**src/rtl/reg_arith_pkg.sv**
```systemverilog
// reg_arith_pkg: shared op-code encoding and default jump offset for reg_arith_bank
package reg_arith_pkg;
  typedef enum logic [2:0] {
    OP_NOP  = 3'd0,
    OP_INCR = 3'd1,
    OP_DECR = 3'd2,
    OP_LOAD = 3'd3,
    OP_JIZR = 3'd4,
    OP_JNZR = 3'd5,
    OP_DJNZ = 3'd6,
    OP_RSV  = 3'd7
  } op_e;
  localparam int ZERO_OFF_DEF = 16;
endpackage

```
**src/rtl/reg_arith_alu.sv**
```systemverilog
// reg_arith_alu: combinational inc/dec, jump-target adder, offset select and flags; saturating when REG_ARITH_SAT_EN is defined
module reg_arith_alu
  import reg_arith_pkg::*;
#(
  parameter int WIDTH    = 8,
  parameter int OFFW     = 3,
  parameter int ZERO_OFF = ZERO_OFF_DEF
) (
  input  logic [2:0]       i_code,
  input  logic [WIDTH-1:0] i_cur,
  input  logic [OFFW-1:0]  i_v,
  input  logic [WIDTH-1:0] i_pc,
  output logic             o_we,
  output logic [WIDTH-1:0] o_next,
  output logic [WIDTH-1:0] o_data,
  output logic             o_taken,
  output logic             o_zero,
  output logic             o_flag
);
  op_e              w_op;
  logic             w_at_max, w_at_min, w_dj_flag;
  logic [WIDTH:0]   w_inc, w_dec, w_jmp;
  logic [WIDTH-1:0] w_inc_v, w_dec_v, w_off;
  assign w_op     = op_e'(i_code);
  assign w_at_max = &i_cur;
  assign w_at_min = ~|i_cur;
  assign w_inc    = {1'b0, i_cur} + 1'b1;
  assign w_dec    = {1'b0, i_cur} - 1'b1;
`ifdef REG_ARITH_SAT_EN
  assign w_inc_v   = w_at_max ? i_cur : w_inc[WIDTH-1:0];
  assign w_dec_v   = w_at_min ? i_cur : w_dec[WIDTH-1:0];
  assign w_dj_flag = w_at_min;
`else
  assign w_inc_v   = w_inc[WIDTH-1:0];
  assign w_dec_v   = w_dec[WIDTH-1:0];
  assign w_dj_flag = 1'b0;
`endif
  assign w_off   = (i_v != '0) ? WIDTH'(i_v) : WIDTH'(ZERO_OFF);
  assign o_taken = (w_op == OP_JIZR) ? w_at_min :
                   (w_op == OP_JNZR) ? !w_at_min :
                   (w_op == OP_DJNZ) ? |w_dec_v : 1'b0;
  assign w_jmp   = {1'b0, i_pc} + {1'b0, o_taken ? w_off : WIDTH'(1)};
  // Per-op register update, result value and flag; zero reflects the post-op register
  always_comb begin
    o_we   = 1'b0;
    o_next = i_cur;
    o_data = '0;
    o_flag = 1'b0;
    case (w_op)
      OP_INCR: begin o_we = 1'b1; o_next = w_inc_v; o_data = w_inc_v; o_flag = w_at_max; end
      OP_DECR: begin o_we = 1'b1; o_next = w_dec_v; o_data = w_dec_v; o_flag = w_at_min; end
      OP_LOAD: begin o_we = 1'b1; o_next = i_pc; o_data = i_pc; end
      OP_JIZR, OP_JNZR: begin o_data = w_jmp[WIDTH-1:0]; o_flag = w_jmp[WIDTH]; end
      OP_DJNZ: begin o_we = 1'b1; o_next = w_dec_v; o_data = w_jmp[WIDTH-1:0]; o_flag = w_jmp[WIDTH] | w_dj_flag; end
      default: o_we = 1'b0;
    endcase
    o_zero = (w_op != OP_NOP) && (w_op != OP_RSV) && ~|o_next;
  end
endmodule

```
**src/rtl/reg_arith_bank.sv**
```systemverilog
// reg_arith_bank: counter register bank with 1-cycle arithmetic/jump ops and a single-entry result buffer (REG_ARITH_SAT_EN selects saturating arithmetic)
module reg_arith_bank
  import reg_arith_pkg::*;
#(
  parameter int WIDTH    = 8,
  parameter int NREGS    = 4,
  parameter int OFFW     = 3,
  parameter int ZERO_OFF = ZERO_OFF_DEF
) (
  input  logic                     clk,
  input  logic                     reset,
  input  logic                     op_valid,
  output logic                     op_ready,
  input  logic [2:0]               op_code,
  input  logic [$clog2(NREGS)-1:0] op_sel,
  input  logic [OFFW-1:0]          op_v,
  input  logic [WIDTH-1:0]         op_data,
  input  logic                     res_ready,
  output logic                     res_valid,
  output logic [WIDTH-1:0]         res_data,
  output logic [$clog2(NREGS)-1:0] res_sel,
  output logic                     res_taken,
  output logic                     res_zero,
  output logic                     res_flag
);
  localparam int SELW = $clog2(NREGS);
  logic [WIDTH-1:0] r_regs [NREGS];
  logic             r_res_valid, r_res_taken, r_res_zero, r_res_flag;
  logic [WIDTH-1:0] r_res_data;
  logic [SELW-1:0]  r_res_sel;
  logic             w_acc, w_in_range, w_we, w_taken, w_zero, w_flag;
  logic [WIDTH-1:0] w_cur, w_next, w_data;
  assign op_ready   = !r_res_valid || res_ready;
  assign w_acc      = op_valid && op_ready;
  assign w_in_range = {1'b0, op_sel} < (SELW+1)'(NREGS);
  assign w_cur      = w_in_range ? r_regs[op_sel] : '0;
  reg_arith_alu #(.WIDTH(WIDTH), .OFFW(OFFW), .ZERO_OFF(ZERO_OFF)) u_alu (
    .i_code (op_code),
    .i_cur  (w_cur),
    .i_v    (op_v),
    .i_pc   (op_data),
    .o_we   (w_we),
    .o_next (w_next),
    .o_data (w_data),
    .o_taken(w_taken),
    .o_zero (w_zero),
    .o_flag (w_flag)
  );
  // Accepting edge writes the target counter and loads the result buffer; an out-of-range select only raises the flag
  always_ff @(posedge clk or posedge reset)
    if (reset) begin
      for (int i = 0; i < NREGS; i++) r_regs[i] <= '0;
      r_res_valid <= 1'b0;
      r_res_data  <= '0;
      r_res_sel   <= '0;
      r_res_taken <= 1'b0;
      r_res_zero  <= 1'b0;
      r_res_flag  <= 1'b0;
    end else if (w_acc) begin
      if (w_in_range && w_we) r_regs[op_sel] <= w_next;
      r_res_valid <= 1'b1;
      r_res_data  <= w_in_range ? w_data : '0;
      r_res_sel   <= op_sel;
      r_res_taken <= w_in_range && w_taken;
      r_res_zero  <= w_in_range && w_zero;
      r_res_flag  <= !w_in_range || w_flag;
    end else if (res_ready) begin
      r_res_valid <= 1'b0;
    end
  assign res_valid = r_res_valid;
  assign res_data  = r_res_data;
  assign res_sel   = r_res_sel;
  assign res_taken = r_res_taken;
  assign res_zero  = r_res_zero;
  assign res_flag  = r_res_flag;
endmodule

```
**config.mk**
```make
export PLATFORM = sky130hd
export DESIGN_NAME = reg_arith_bank
export DESIGN_NICKNAME = d
export VERILOG_FILES = /design/src/rtl/reg_arith_pkg.sv /design/src/rtl/reg_arith_alu.sv /design/src/rtl/reg_arith_bank.sv
export SDC_FILE = /design/constraint.sdc
export NUM_CORES = 1
export LEC_CHECK = 0
export ABC_AREA = 1
export BUFFER_PORTS_ARGS = -buffer_cell sky130_fd_sc_hd__buf_2
export CORE_AREA = 2 2 87 89
export CTS_BUF_LIST = sky130_fd_sc_hd__clkbuf_8
export CTS_CLUSTER_SIZE = 16
export DETAILED_ROUTE_END_ITERATION = 10
export DIE_AREA = 0 0 89 91
export HOLD_SLACK_MARGIN = 0.08
export MAX_ROUTING_LAYER = met4
export PLACE_DENSITY = 0.75
export SETUP_SLACK_MARGIN = 0.3
export SYNTH_ARGS = -nofsm -noshare
export SYNTH_HDL_FRONTEND = slang
export SYNTH_SLANG_ARGS = --single-unit
```
**constraint.sdc**
```tcl
create_clock -name clk -period 3.2 [get_ports clk]
set_input_delay 0 -clock clk [delete_from_list [all_inputs] [get_ports clk]]
set_output_delay 0 -clock clk [all_outputs]
set_load 0.005 [all_outputs]
```
==> results of run 1 <==
synthesized netlist by cell type (7+ instances only):
| cell | count |
|---|---|
| nor2_1 | 25 |
| nor2_2 | 10 |
| dfrtp_1 | 46 |
| nand4_1 | 7 |
| ha_1 | 8 |
| nand2_1 | 186 |
| nand2_2 | 10 |
| o21ai_0 | 33 |
| o21ai_1 | 11 |
| nand3_1 | 41 |
| inv_2 | 7 |
| inv_1 | 38 |
final cells by class:
cell class	instances	area (µm²)	share of cell area
clock buffer	6	82.6	0.0207
tap	99	124	0.0310
timing repair buffer	67	439	0.110
inverter	47	185	0.0464
clock inverter	2	12.5	0.00313
multi-input combinational	369	2000	0.501
sequential	46	1150	0.288
worst max-delay path: stages (launching register included):
cell and delay [ns]:
dfrtp_1 0.35, nand2_1 0.05, nand2_1 0.09, nand2_2 0.09
nand2_8 0.11, inv_8 0.04, ha_4 0.16, nand3_2 0.07
clkinv_2 0.07, nand2_2 0.06, nand2_2 0.05, and2_4 0.18
nor2_4 0.12, nand4_4 0.13, nand3_4 0.13, ha_4 0.13
inv_2 0.03, fa_2 0.32, inv_2 0.06, nand2_2 0.06
a21oi_2 0.15, and2_4 0.16, o211ai_1 0.10, nand3_1 0.11
nand4_1 0.09, nand2_1 0.07, nand2_1 0.05
metrics by stage:
stage	area, µm²	setup TNS [ns]	hold WS (ns)	util	instances
after floorplan	3310	0	0.102	-	473
after global placement	3660	0	0.257	0.513	613
after detailed placement	3660	0	0.273	0.513	613
after CTS	3870	0	0.102	0.542	629
after global routing	3990	-0.542	0.154	0.560	636
final	3990	0	0.121	0.560	636
cells in the final DEF (no fill, tap or decap), types with 3 or more instances in the layout:
cell type,count
a21oi_1,3
nand4_1,7
ha_1,4
nand2_1,180
inv_1,35
inv_2,10
ha_4,4
nand3_1,36
buf_4,29
nand2_2,15
nor2_1,23
nor2_2,9
clkbuf_8,6
nand2_4,3
nor2_4,8
nand3_2,6
dfrtp_1,46
o21ai_0,31
buf_2,34
o21ai_1,12
routing by layer:
layer  share of wire  wire length [µm]  global-route usage  vias to the layer above
li1                -                 -                   -                     1644
met1            0.45              4020               0.320                     1554
met2            0.49              4340               0.381                      116
met3           0.053               469              0.0327                       12
met4           0.011                99              0.0535                        0
met5               0                 0                   -                        -
power groups by stage:
stage	registers (µW)	logic [µW]	clock network, µW
after floorplan	825	735	0
final	833	1200	379
after detailed placement	844	1040	0
after CTS	831	1140	385
after global placement	838	1020	0
after global routing	853	1330	411
logic make-up (layout without fill, tap and decap cells):
| kind of cell | Yosys count | after routing | share of synthesized area |
|---|---|---|---|
| adder cells (fa/ha/maj) | 9 | 9 | 0.0370 |
| flip-flops | 46 | 46 | 0.354 |
| buffers and inverters | 58 | 122 | 0.0789 |
| AO/OA/AOI/OAI | 60 | 60 | 0.102 |
| AND/OR/NAND/NOR | 299 | 299 | 0.425 |
| XOR/XNOR | 1 | 1 | 0.00270 |
registers in the layout, summed over array words and instances (netlist names):
register and cells:
r_regs 32, res_data 8, res_flag 1, res_sel 2, res_taken 1, res_valid 1, res_zero 1
timing repair:
item	CTS	global route
buffers inserted	6	7
setup endpoints to repair	7	8
gates resized for setup	9	14
pin swaps	21	36
hold buffers	2	0
hold endpoints to repair	47	0
worst paths after layout:
check | from | end | slack [ns] | cells after the start
max | r_regs[16] | res_data[6] | 0.06 | 26
min | op_data[6] | res_data[6] | 0.12 | 5
max reg2reg | r_regs[16] | res_data[6] | 0.06 | 26
min reg2reg | res_data[6] | res_data[6] | 0.47 | 2
max in group asynchronous | reset | r_regs[30] | 2.17 | 3
min in group asynchronous | reset | r_regs[20] | 0.43 | 3
==> key figures, run 1 <==
GRT
  • GRT Total Usage: 0.238
  • Global-route wire length before repair: 14900 µm
  • Initial antenna violation count: 0
  • Overflow after GRT: 0
  • Largest net degree at the start of global routing: 47
  • Vias in the first global route: 3139

STA
  • Final Skew: roughly 0.0096 ns
  • Finish-stage setup viols: 0
  • RSZ-0062 raised after global routing: true
  • Min cycle time layout: around 3.1 ns
  • Final hold viol count: 0
  • Max Slew Vio Count: 0
  • Least-Margin Pin Slew: 0.917 ns
  • Top achievable clock speed: 319 MHz
  • Headroom to the max-slew limit: 0.387
  • Fin crit share: 0.981
  • Worst setup margin: 0.0605 ns

Die
  • Cell Rows: 31
  • Initial Util: 0.455
  • Core area: 7140 µm²
  • # IOs: 35
  • Die Y: 91 µm
  • Die W: 89 µm
  • Die ar.: 8100 µm²

Clock network
  • Root buf cell: clkbuf_8
  • CTS tree: yes
  • Max Root-Sink Buffers: 2
  • Worst-skew pair later-pin latency: ~0.30 ns
  • Max H-tree Level: 2
  • CTS clk-pin slew, worst paths: 0.09 ns
  • Clk sinks: 46
  • TritonCTS buffer count: 5

Logic synthesis
  • Post-synthesis sequential area ratio: 0.354
  • Synth Instances: roughly 470
  • Post-synth top flop: dfrtp_1
  • Synth async-reset ratio: 1.00
  • Largest cells by area after synthesis: dfrtp_1 35%, nand2_1 21%, nand3_1 6.3%, o21ai_0 5.1%, inv_1 4.4%
  • Synthesized area per cell: 6.87 µm²
  • Synthesis Warnings: 0
  • Area leader, netlist: dfrtp_1
  • Post-synth top area share: 0.354
  • Yosys reg bits: 46
  • Syn Nets: ~500
  • Mapped cell area: ~3200 µm²
  • Synth cell types: 39
  • EDFF count, synth: 0

Routing
  • Avg WL per Cell: 14.0 µm
  • Detail Route Antenna Nets: 0
  • # DRC: 0
  • Detailed Route WL: about 8900 µm
  • 1st-pass router iterations: 6
  • Vias/cell: 5.23
  • Via count: 3326
  • Drt first-iter violations: 297

Power
  • Comb pwr share: 0.499
  • Net Sw Frac: 0.419
  • Internal: 1400 µW
  • P_sw: 1010 µW
  • Pwr Total: 2420 µW
  • Power density over cell area: 605 nW/µm²
  • Worst vdd ir: 370 µV
  • Clock network power share: 0.157
  • Pleak: 0.00205 µW
  • Seq pwr share: 0.345

Worst setup path
  • Type of the worst setup path: register to register
  • CP max FO: 3
  • WP data required: between 3 and 4 ns
  • Crit path DAT: 3.33 ns
  • CP Capture Type: register
  • CP startpoint kind: register

Placement
  • Hpwl dp: 6770 µm
  • Pre-CTS setup slack: between 0.009 and 0.01 ns
  • GP Congestion: 0.979
  • # port buffers: 34

Finish
  • Fillers: 701
  • Fin nets: 565
  • Area grow syn2layout: 22.9%
  • # diodes: 0
  • Share of cells above drive strength 1: 0.268

Flow run
  • MaxCap Viol Count: 0

Hold path
  • Min-Delay Path Class: input pin to register

Run status
  • Status: finished, final reports clean
Note: power is estimated with default switching activity, not from simulation.
==> run 2, diff against run 1 <==
Settings changed: SETUP_SLACK_MARGIN 0.3 to 0.02.
==> key figures, run 2 (synthesized netlist as in run 1, its figures left out) <==
Run status
  • Status: complete, but fails checks
  • Failing checks: setup timing

Routing
  • Detailed Route WL: 9450 µm (+5.9%)
  • Via count: 3491 (+5.0%)
  • Drt first-iter violations: 365 (+23%)
  • Detail Route Antenna Nets: 0 (unchanged)
  • 1st-pass router iterations: 6 (unchanged)
  • Avg WL per Cell: 14.7 µm (+4.9%)
  • # DRC: 0 (unchanged)
  • Vias/cell: 5.44 (+4.0%)

Die
  • Die Y: 91 µm (unchanged)
  • Cell Rows: 31 (unchanged)
  • Initial Util: 0.455 (unchanged)
  • Core area: 7140 µm² (unchanged)
  • # IOs: 35 (unchanged)
  • Die ar.: 8100 µm² (unchanged)
  • Die W: 89 µm (unchanged)

Worst setup path
  • CP startpoint kind: register
  • CP Capture Type: register
  • WP data required: 3.45 ns (+0.06 ns)
  • Type of the worst setup path: register to register
  • Crit path DAT: 3.48 ns (+0.15 ns)
  • Reg2reg setup slack: -0.02 ns (-0.08 ns)
  • CP max FO: 5 (+2)

Clock network
  • CTS tree: yes
  • Max Root-Sink Buffers: 2 (unchanged)
  • TritonCTS buffer count: 5 (unchanged)
  • Worst-skew pair later-pin latency: 0.31 ns (about the same)
  • Max H-tree Level: 2 (unchanged)
  • Clk sinks: 46 (unchanged)
  • CTS clk-pin slew, worst paths: 0.10 ns (about the same)
  • Root buf cell: clkbuf_8

Power
  • Clock network power share: 0.153 (-0.004)
  • Pwr Total: 2480 µW (+2.9%)
  • Pleak: 0.00207 µW (+0.92%)
  • Comb pwr share: 0.514 (+0.015)
  • P_sw: 1060 µW (+4.4%)
  • Power density over cell area: 617 nW/µm² (+2.0%)
  • Worst vdd ir: 279 µV (-25%)
  • Internal: 1430 µW (+1.7%)
  • Seq pwr share: 0.333 (-0.012)
  • Net Sw Frac: 0.425 (+0.00626)

Finish
  • Commonest non-fill, non-tap cell in the layout: nand2_1
  • Fin nets: 571 (+1.1%)
  • Area grow syn2layout: 24.0%
  • Most frequent cells in the layout: 180 x nand2_1, 46 x dfrtp_1, 37 x nand3_1
  • Reg with most FFs: r_regs
  • Max reg flops: 32 (unchanged)
  • # diodes: 0 (unchanged)
  • Share of cells above drive strength 1: 0.278 (+0.00993)

STA
  • Max Slew Vio Count: 0 (unchanged)
  • Fin crit share: 1.01 (+0.0264)
  • Finish-stage setup viols: 1 (+1)
  • Final hold viol count: 0 (unchanged)
  • Final Skew: 0.00740 ns (-0.00220 ns)
  • Least-Margin Pin Slew: 0.946 ns (+0.0289 ns)
  • Hold slack final: 0.111 ns (-0.00934 ns)
  • RSZ-0062 raised after global routing: true
  • Min cycle time layout: 3.22 ns (+0.0845 ns)
  • Top achievable clock speed: 310 MHz (-2.6%)
  • Setup TNS: -0.0241 ns (-0.0241 ns)
  • Headroom to the max-slew limit: 0.368 (-0.0193)
  • Worst setup margin: -0.0241 ns (-0.0845 ns)

Flow run
  • MaxCap Viol Count: 0 (unchanged)

GRT
  • Vias in the first global route: 3228 (+2.8%)
  • GRT Total Usage: 0.241 (+0.00356)
  • Initial antenna violation count: 0 (unchanged)
  • Global-route wire length before repair: 15100 µm (+1.1%)
  • Overflow after GRT: 0 (unchanged)
  • Largest net degree at the start of global routing: 47 (unchanged)

Placement
  • Pre-CTS setup slack: -0.0455 ns (-0.0551 ns)
  • GP Congestion: 0.975 (-0.46%)
  • Hpwl dp: 6830 µm (+0.89%)
  • # port buffers: 34 (unchanged)

Hold path
  • Min-Delay Path Class: input pin to register
run 2: power groups by stage:
stage / sequential, µW / clock (µW) / combinational (µW)
after CTS: 826 / 389 / 1150
after global routing: 846 / 411 / 1390
after global placement: 835 / 0 / 972
after floorplan: 825 / 0 / 699
final: 827 / 380 / 1280
after detailed placement: 840 / 0 / 999
run 2: worst paths after layout:
path,cells after the start,startpoint,endpoint
setup reg to reg,19,r_regs[6],res_flag
min in group asynchronous,3,reset,r_regs[18]
max in group asynchronous,3,reset,res_data[6]
hold reg to reg,2,res_data[7],res_data[7]
hold / removal,5,op_data[6],res_data[6]
setup / recovery,19,r_regs[6],res_flag
run 2: repair_timing:
action,in CTS,in global routing
pin swaps,26,31
hold buffers,2,0
hold endpoints to repair,47,0
gates resized for setup,22,20
buffers inserted,12,7
endpoints found under the setup margin,5,6
run 2: area by class of cell:
| cell class | count | area, µm² |
|---|---|---|
| tap | 99 | 124 |
| sequential | 46 | 1150 |
| clock buffer | 5 | 68.8 |
| clock inverter | 3 | 25.0 |
| multi-input combinational | 369 | 2000 |
| fill | 675 | 3110 |
| inverter | 47 | 183 |
| timing repair buffer | 73 | 475 |
run 2: worst max-delay path, stage by stage, from the launching register on:
cell	delay (ns)
dfrtp_1	0.39
nand3_1	0.12
nand4_1	0.27
nor2_1	0.19
nand4_1	0.20
o21ai_1	0.21
a21oi_2	0.09
buf_4	0.16
nand3_4	0.08
ha_4	0.15
inv_2	0.04
fa_2	0.35
inv_2	0.07
nand2_2	0.06
a21oi_2	0.13
and2_4	0.16
o211ai_1	0.09
o22ai_1	0.19
o21ai_1	0.12
nand2_1	0.09
run 2: metal layers:
layer	vias to the layer above	GRT usage	share of wire
met2	177	0.386	0.48
met1	1614	0.309	0.42
met5	-	-	0
met4	0	0.0846	0.039
met3	42	0.0364	0.066
li1	1658	-	-
run 2: per-stage QoR:
stage,instances,cell area [µm²],util
after detailed placement,614,3610,0.506
final,642,4030,0.565
after global routing,642,4030,0.565
after global placement,614,3610,0.506
after floorplan,473,3250,-
after CTS,635,3890,0.546
